**src/rtl/mdu_tracker_pkg.sv**
```systemverilog
// Shared definitions for the M-extension tracker: alucodes, tag and writeback
// entry layouts, and default pipeline sizing.
package mdu_tracker_pkg;

   localparam int DEFAULT_LATENCY = 6;
   localparam int DEFAULT_QDEPTH  = 8;

   localparam logic [5:0] ALU_NOP    = 6'h00;
   localparam logic [5:0] ALU_MUL    = 6'h20;
   localparam logic [5:0] ALU_MULH   = 6'h21;
   localparam logic [5:0] ALU_MULHSU = 6'h22;
   localparam logic [5:0] ALU_MULHU  = 6'h23;
   localparam logic [5:0] ALU_DIV    = 6'h24;
   localparam logic [5:0] ALU_DIVU   = 6'h25;
   localparam logic [5:0] ALU_REM    = 6'h26;
   localparam logic [5:0] ALU_REMU   = 6'h27;

   typedef struct packed {
      logic       valid;
      logic [4:0] rd;
      logic [5:0] alucode;
   } mdu_tag_t;

   typedef struct packed {
      logic [4:0]  rd;
      logic [31:0] data;
   } mdu_wb_entry_t;

   // x0 is hardwired, so a zero read address never depends on anything.
   function automatic logic reg_match(input logic [4:0] rs, input logic [4:0] rd);
      return (rs != 5'd0) && (rs == rd);
   endfunction

endpackage

```
**src/rtl/mdu_tracker_if.sv**
```systemverilog
// Decode, multi-cycle unit and writeback signals of the tracker; the tracker
// takes the slave side.
interface mdu_tracker_if;
   logic        issue_valid;
   logic [4:0]  issue_rd;
   logic [5:0]  issue_alucode;
   logic        issue_ready;
   logic        mc_done;
   logic [31:0] mc_result;
   logic [5:0]  done_alucode;
   logic [4:0]  rs1_addr;
   logic [4:0]  rs2_addr;
   logic        stall_hazard;
   logic        wb_port_busy;
   logic        wb_valid;
   logic [4:0]  wb_rd;
   logic [31:0] wb_data;
   logic        sync_error;

   modport master (
      output issue_valid, issue_rd, issue_alucode, mc_done, mc_result,
             rs1_addr, rs2_addr, wb_port_busy,
      input  issue_ready, done_alucode, stall_hazard, wb_valid, wb_rd,
             wb_data, sync_error
   );

   modport slave (
      input  issue_valid, issue_rd, issue_alucode, mc_done, mc_result,
             rs1_addr, rs2_addr, wb_port_busy,
      output issue_ready, done_alucode, stall_hazard, wb_valid, wb_rd,
             wb_data, sync_error
   );
endinterface

```
**src/rtl/mdu_wb_fifo.sv**
```systemverilog
// Writeback queue of completed {rd, data}; every entry's rd is exposed so the
// tracker can detect hazards against results not yet written.
module mdu_wb_fifo
   import mdu_tracker_pkg::*;
#(
   parameter int DEPTH = DEFAULT_QDEPTH
) (
   input  logic                       clk,
   input  logic                       rst,
   input  logic                       push,
   input  mdu_wb_entry_t              push_entry,
   input  logic                       pop,
   output mdu_wb_entry_t              head,
   output logic [$clog2(DEPTH+1)-1:0] count,
   output logic                       empty,
   output logic                       full,
   output logic [4:0]                 entry_rd [DEPTH],
   output logic [DEPTH-1:0]           entry_valid
);
   localparam int PW = $clog2(DEPTH);
   localparam int CW = $clog2(DEPTH+1);

   mdu_wb_entry_t  mem [DEPTH];
   logic [PW-1:0]  rd_ptr;
   logic [PW-1:0]  wr_ptr;
   logic           push_ok;
   logic           pop_ok;

   function automatic logic [PW-1:0] wrap_inc(input logic [PW-1:0] p);
      return (p == PW'(DEPTH - 1)) ? '0 : p + PW'(1);
   endfunction

   assign empty   = (count == '0);
   assign full    = (count == CW'(DEPTH));
   assign pop_ok  = pop && !empty;
   assign push_ok = push && (!full || pop_ok);
   assign head    = mem[rd_ptr];

   always_ff @(posedge clk) begin
      if (push_ok) mem[wr_ptr] <= push_entry;
   end

   always_ff @(posedge clk) begin
      if (rst) begin
         rd_ptr <= '0;
         wr_ptr <= '0;
         count  <= '0;
      end else begin
         if (push_ok) wr_ptr <= wrap_inc(wr_ptr);
         if (pop_ok)  rd_ptr <= wrap_inc(rd_ptr);
         if (push_ok && !pop_ok)      count <= count + CW'(1);
         else if (pop_ok && !push_ok) count <= count - CW'(1);
      end
   end

   // An entry is live when its distance from the head is below the count.
   always_comb begin
      entry_valid = '0;
      for (int i = 0; i < DEPTH; i++) begin
         int off;
         off = i - int'(rd_ptr);
         if (off < 0) off = off + DEPTH;
         entry_valid[i] = (off < int'(count));
         entry_rd[i]    = mem[i].rd;
      end
   end

endmodule

```
**src/rtl/mdu_tracker.sv**
```systemverilog
// Tag pipeline, hazard detection, credit and writeback control for the
// multi-cycle M-extension unit.
module mdu_tracker
   import mdu_tracker_pkg::*;
#(
   parameter int LATENCY = DEFAULT_LATENCY,
   parameter int QDEPTH  = DEFAULT_QDEPTH
) (
   input logic         clk,
   input logic         rst,
   mdu_tracker_if.slave bus
);
   localparam int CW  = $clog2(QDEPTH + 1);
   localparam int MW  = $clog2(LATENCY + 1);
   localparam logic [MW-1:0] MASK_END = MW'(LATENCY);

   mdu_tag_t       tags [LATENCY];
   mdu_tag_t       tail;
   logic [CW-1:0]  inflight;
   logic [CW-1:0]  fifo_count;
   logic           fifo_empty;
   logic           fifo_full;
   logic           credit;
   logic           accept;
   logic           push;
   logic           pop;
   logic           hit;
   logic [MW-1:0]  mask_cnt;
   logic           sync_error_q;
   mdu_wb_entry_t  push_entry;
   mdu_wb_entry_t  head;
   logic [4:0]     entry_rd [QDEPTH];
   logic [QDEPTH-1:0] entry_valid;

   assign tail       = tags[LATENCY-1];
   assign credit     = ({1'b0, inflight} + {1'b0, fifo_count}) < (CW+1)'(QDEPTH);
   assign accept     = bus.issue_valid && credit;
   assign push       = !rst && bus.mc_done && tail.valid && (tail.rd != 5'd0);
   assign pop        = !rst && !fifo_empty && !bus.wb_port_busy;
   assign push_entry = '{rd: tail.rd, data: bus.mc_result};

   always_comb begin
      inflight = '0;
      for (int i = 0; i < LATENCY; i++) inflight = inflight + CW'(tags[i].valid);
   end

   always_ff @(posedge clk) begin
      if (rst) begin
         for (int i = 0; i < LATENCY; i++) tags[i] <= '0;
      end else begin
         tags[0] <= '{valid: accept, rd: bus.issue_rd, alucode: bus.issue_alucode};
         for (int i = 1; i < LATENCY; i++) tags[i] <= tags[i-1];
      end
   end

   // Completions of ops issued before a reset can still arrive for LATENCY
   // cycles afterwards, so the tail comparison waits out that window.
   always_ff @(posedge clk) begin
      if (rst) begin
         mask_cnt     <= '0;
         sync_error_q <= 1'b0;
      end else begin
         if (mask_cnt != MASK_END) mask_cnt <= mask_cnt + MW'(1);
         if ((mask_cnt == MASK_END) && (bus.mc_done != tail.valid))
            sync_error_q <= 1'b1;
         if (bus.issue_valid && !credit)
            sync_error_q <= 1'b1;
         if (push && fifo_full && !pop)
            sync_error_q <= 1'b1;
      end
   end

   always_comb begin
      hit = 1'b0;
      if (accept)
         hit = reg_match(bus.rs1_addr, bus.issue_rd) || reg_match(bus.rs2_addr, bus.issue_rd);
      for (int i = 0; i < LATENCY; i++) begin
         if (tags[i].valid)
            hit = hit || reg_match(bus.rs1_addr, tags[i].rd) || reg_match(bus.rs2_addr, tags[i].rd);
      end
      for (int i = 0; i < QDEPTH; i++) begin
         if (entry_valid[i])
            hit = hit || reg_match(bus.rs1_addr, entry_rd[i]) || reg_match(bus.rs2_addr, entry_rd[i]);
      end
   end

   assign bus.issue_ready  = rst || credit;
   assign bus.stall_hazard = !rst && hit;
   assign bus.done_alucode = (!rst && tail.valid) ? tail.alucode : ALU_NOP;
   assign bus.wb_valid     = pop;
   assign bus.wb_rd        = pop ? head.rd : 5'd0;
   assign bus.wb_data      = pop ? head.data : 32'd0;
   assign bus.sync_error   = !rst && sync_error_q;

   mdu_wb_fifo #(.DEPTH(QDEPTH)) u_fifo (
      .clk         (clk),
      .rst         (rst),
      .push        (push),
      .push_entry  (push_entry),
      .pop         (pop),
      .head        (head),
      .count       (fifo_count),
      .empty       (fifo_empty),
      .full        (fifo_full),
      .entry_rd    (entry_rd),
      .entry_valid (entry_valid)
   );

endmodule

```
**src/flat_wrapper.sv**
```systemverilog
// flat-port wrapper written by rule: the top's interface ports become plain ports
module mdu_tracker_flat import mdu_tracker_pkg::*;
#(
   parameter int LATENCY = DEFAULT_LATENCY,
   parameter int QDEPTH  = DEFAULT_QDEPTH
)
  (clk, rst, bus_issue_valid, bus_issue_rd, bus_issue_alucode, bus_mc_done, bus_mc_result, bus_rs1_addr, bus_rs2_addr, bus_wb_port_busy, bus_issue_ready, bus_done_alucode, bus_stall_hazard, bus_wb_valid, bus_wb_rd, bus_wb_data, bus_sync_error);
  mdu_tracker_if bus_i ();
  input logic clk;
  input logic rst;
  input wire logic [$bits(bus_i.issue_valid)-1:0] bus_issue_valid;
  input wire logic [$bits(bus_i.issue_rd)-1:0] bus_issue_rd;
  input wire logic [$bits(bus_i.issue_alucode)-1:0] bus_issue_alucode;
  input wire logic [$bits(bus_i.mc_done)-1:0] bus_mc_done;
  input wire logic [$bits(bus_i.mc_result)-1:0] bus_mc_result;
  input wire logic [$bits(bus_i.rs1_addr)-1:0] bus_rs1_addr;
  input wire logic [$bits(bus_i.rs2_addr)-1:0] bus_rs2_addr;
  input wire logic [$bits(bus_i.wb_port_busy)-1:0] bus_wb_port_busy;
  output wire logic [$bits(bus_i.issue_ready)-1:0] bus_issue_ready;
  output wire logic [$bits(bus_i.done_alucode)-1:0] bus_done_alucode;
  output wire logic [$bits(bus_i.stall_hazard)-1:0] bus_stall_hazard;
  output wire logic [$bits(bus_i.wb_valid)-1:0] bus_wb_valid;
  output wire logic [$bits(bus_i.wb_rd)-1:0] bus_wb_rd;
  output wire logic [$bits(bus_i.wb_data)-1:0] bus_wb_data;
  output wire logic [$bits(bus_i.sync_error)-1:0] bus_sync_error;
  assign bus_i.issue_valid = bus_issue_valid;
  assign bus_i.issue_rd = bus_issue_rd;
  assign bus_i.issue_alucode = bus_issue_alucode;
  assign bus_i.mc_done = bus_mc_done;
  assign bus_i.mc_result = bus_mc_result;
  assign bus_i.rs1_addr = bus_rs1_addr;
  assign bus_i.rs2_addr = bus_rs2_addr;
  assign bus_i.wb_port_busy = bus_wb_port_busy;
  assign bus_issue_ready = bus_i.issue_ready;
  assign bus_done_alucode = bus_i.done_alucode;
  assign bus_stall_hazard = bus_i.stall_hazard;
  assign bus_wb_valid = bus_i.wb_valid;
  assign bus_wb_rd = bus_i.wb_rd;
  assign bus_wb_data = bus_i.wb_data;
  assign bus_sync_error = bus_i.sync_error;
  mdu_tracker #(.LATENCY(LATENCY), .QDEPTH(QDEPTH)) u_core (.clk(clk), .rst(rst), .bus(bus_i));
endmodule
```
**config.mk**
```make
export PLATFORM = sky130hd
export DESIGN_NAME = mdu_tracker_flat
export DESIGN_NICKNAME = d
export VERILOG_FILES = /design/src/rtl/mdu_tracker_pkg.sv /design/src/rtl/mdu_tracker_if.sv /design/src/rtl/mdu_wb_fifo.sv /design/src/rtl/mdu_tracker.sv /design/src/flat_wrapper.sv
export SDC_FILE = /design/constraint.sdc
export NUM_CORES = 1
export LEC_CHECK = 0
export CAP_MARGIN = 0
export CORE_ASPECT_RATIO = 0.8
export CORE_MARGIN = 2
export CORE_UTILIZATION = 35
export CTS_CLUSTER_SIZE = 8
export DETAILED_ROUTE_END_ITERATION = 10
export GPL_ROUTABILITY_DRIVEN = 0
export PLACE_DENSITY = 0.5
export SYNTH_ARGS = -nofsm -noshare
export SYNTH_HDL_FRONTEND = slang
export SYNTH_SLANG_ARGS = --single-unit
```
**constraint.sdc**
```tcl
create_clock -name clk -period 8.65 [get_ports clk]
set_clock_uncertainty 0.15 [all_clocks]
set_input_delay 1.73 -clock clk [delete_from_list [all_inputs] [get_ports clk]]
set_output_delay 1.73 -clock clk [all_outputs]
set_load 0.1 [all_outputs]
```
==> metrics.csv <==
metric;value;unit
# DRC;0;
max-cap violation count;0;
DRT iter0 DRCs;502;
# rows;71;
Comb power frac;8.3;%
fin nets;1253;
Arr. time, crit path;5410;ps
layout cells sized above 1;15.6;%
commonest cells after routing, fill and taps aside;edfxtp_1 (296), xnor2_1 (116), clkdlybuf4s50_1 (103);
Synth cell types;49;
fill cell count;4112;
H-Tree Depth;2;
Layout area overhead;19.9;%
hold_buf cts;0;
crit-path max FO;3;
switching share of total power;22.7;%
initial antenna violation count;2;
CTS resizes;0;
CTS tree;built;
routed wl met2;17100;um
drt pass-1 iters;5;
Slew headroom;27.0;%
CTS clock-pin slew for the worst setup and hold paths;50;ps
final setup violating endpoints;0;
Bufs on Longest Clock Path;3;
RSZ-0062 raised after global routing;no;
setup tns final;0;ps
Startpoint Class;flop;
n_diodes;0;
Post-synth EDFFs;296;
Flop pwr share;47.4;%
DR vias;8859;
Synth Register Bits;385;
Die X;247;um
largest net degree at the start of global routing;62;
worst hold stages;1;
CP Capture Type;primary output;
initial core utilization;35.3;%
status;finished, final reports clean;
worst skew pair latency;590;ps
Tcrit/Tclk final;84.3;%
internal power;3.32;mW
Fmax;0.137;GHz
Max IR drop VDD;0.147;mV
DRT Wirelength;38300;um
Psw;0.976;mW
Metal-1 WL;18800;um
WL met3;1600;um
first-pass GRT wire length;57600;um
Crit Path Category;flop to primary output;
Slew @ Worst Pin;1090;ps
commonest non-fill, non-tap cell in the layout;edfxtp_1;
Worst Reg2Reg Path Length in Cells;6;
DR vias/cell;4.92;
DRT antenna net count;0;
Buffers on Ports;104;
routed len/inst;21.3;um
Yosys warnings;0;
# clock sinks;385;
Avg Cell Area, Syn;15.8;um^2
Final min period;7290;ps
Max Slew Vio Count;0;
CORE AREA;0.0468;mm^2
Final Hold Vio Count;0;
hold_ws;277;ps
Main synth FF type;edfxtp_1;
Clock power frac;44.2;%
Die Ht;198;um
leakage dissipation;6.18;nW
gr usage total;15.9;%
die footprint;0.0489;mm^2
Required @ worst endpoint;6770;ps
sequential share of the synthesized area;64.6;%
clock root buffer;clkbuf_16;
Post-synth ARST share;0;%
Post-CTS Setup Bufs;0;
PD cells;217;mW/mm^2
HP Class;flop to flop;
DR top layer;met5;
final total power;4.29;mW
Final HPWL DP;22600;um
Ports;105;
synthesized area;0.0165;mm^2
syn nets;1130;
GRT overflow;0;
Num CTS Buffers;54;
Synth Instances;1043;
vias in the first global route;9158;
## routing by layer
layer	up-vias	GRT usage [%]
met5	-	0
met4	4	4.86
met1	4506	23.5
met3	55	3.04
li1	4118	-
met2	176	23.8
## critical path, cell delays in order (launching register included)
cell	delay, ps
dfxtp_1	420
ha_1	260
inv_1	70
fa_1	430
fa_1	390
fa_1	490
inv_1	40
ha_1	260
and3b_1	160
o21a_1	170
nor3_1	420
a32oi_1	190
nand4_1	150
o31a_1	210
clkdlybuf4s50_1	1160
## sequential cells by signal, summed over array words and instances, names as in the netlist, named ones only
signal                cells
u_core.u_fifo.mem       296
u_core.tags              72
u_core.u_fifo.count       4
u_core.mask_cnt           3
u_core.u_fifo.rd_ptr      3
u_core.u_fifo.wr_ptr      3
u_core.sync_error_q       1
## cell usage after synthesis, drive strengths merged, types with 25 or more instances
cell | number | share of area [%]
edfxtp | 296 | 54
xnor2 | 116 | 6.2
dfxtp | 89 | 11
mux4 | 74 | 10
nor2b | 70 | 2.7
nor2 | 57 | 1.5
xor2 | 41 | 2.2
mux2i | 40 | 2.4
buf | 32 | 1.1
clkbuf | 31 | 0.70
nand3 | 31 | 0.94
ha | 25 | 1.9
## per-stage QoR
step	util, %	instances	setup WS (ps)	cell area, um^2
2_1_floorplan	-	1043	2740	16500
3_3_place_gp	39.0	1730	1530	18300
3_5_place_dp	39.0	1730	1490	18300
4_1_cts	42.3	1799	1360	19800
5_1_grt	42.3	1799	1140	19800
6_report	42.3	1799	1360	19800
## logic make-up (layout without fill, tap and decap cells)
group | Yosys count | after routing | synth area share [%]
flip-flops | 385 | 385 | 64.6
adder cells (fa/ha/maj) | 29 | 29 | 2.38
buffers and inverters | 85 | 221 | 2.33
multiplexers | 114 | 114 | 12.5
AND/OR/NAND/NOR | 213 | 213 | 7.15
AO/OA/AOI/OAI | 60 | 60 | 2.64
XOR/XNOR | 157 | 157 | 8.33
## cell type report
type                            count  area [um^2]  area share (%)
Multi-Input combinational cell    573         5510            27.8
Timing Repair Buffer              130         1230            6.22
Clock buffer                       65         1410            7.15
Inverter                           22         82.6           0.417
Clock inverter                      4         95.1           0.481
Tap cell                          620          776            3.92
Sequential cell                   385        10700            54.0
## worst paths after layout
path | startpoint | end | slack, ps
max | u_core.tags[0][11]$_SDFF_PP0_ | bus_stall_hazard | 1360
min | u_core.tags[0][27]$_SDFF_PP0_ | u_core.tags[0][39]$_SDFF_PP0_ | 280
max reg2reg | u_core.tags[0][69]$_SDFF_PP0_ | u_core.u_fifo.mem[0][24]$_DFFE_PP_ | 4560
min reg2reg | u_core.tags[0][27]$_SDFF_PP0_ | u_core.tags[0][39]$_SDFF_PP0_ | 280
## power by group through the flow
stage / Clock (mW) / Combinational [mW] / Sequential, mW
finish: 1.90 / 0.358 / 2.04
global route: 2.03 / 0.388 / 2.04
global placement: 0 / 0.363 / 2.07
CTS: 1.97 / 0.363 / 2.04
floorplan: 0 / 0.279 / 2.05
detailed placement: 0 / 0.362 / 2.07
(Power assumes the default switching activity.)
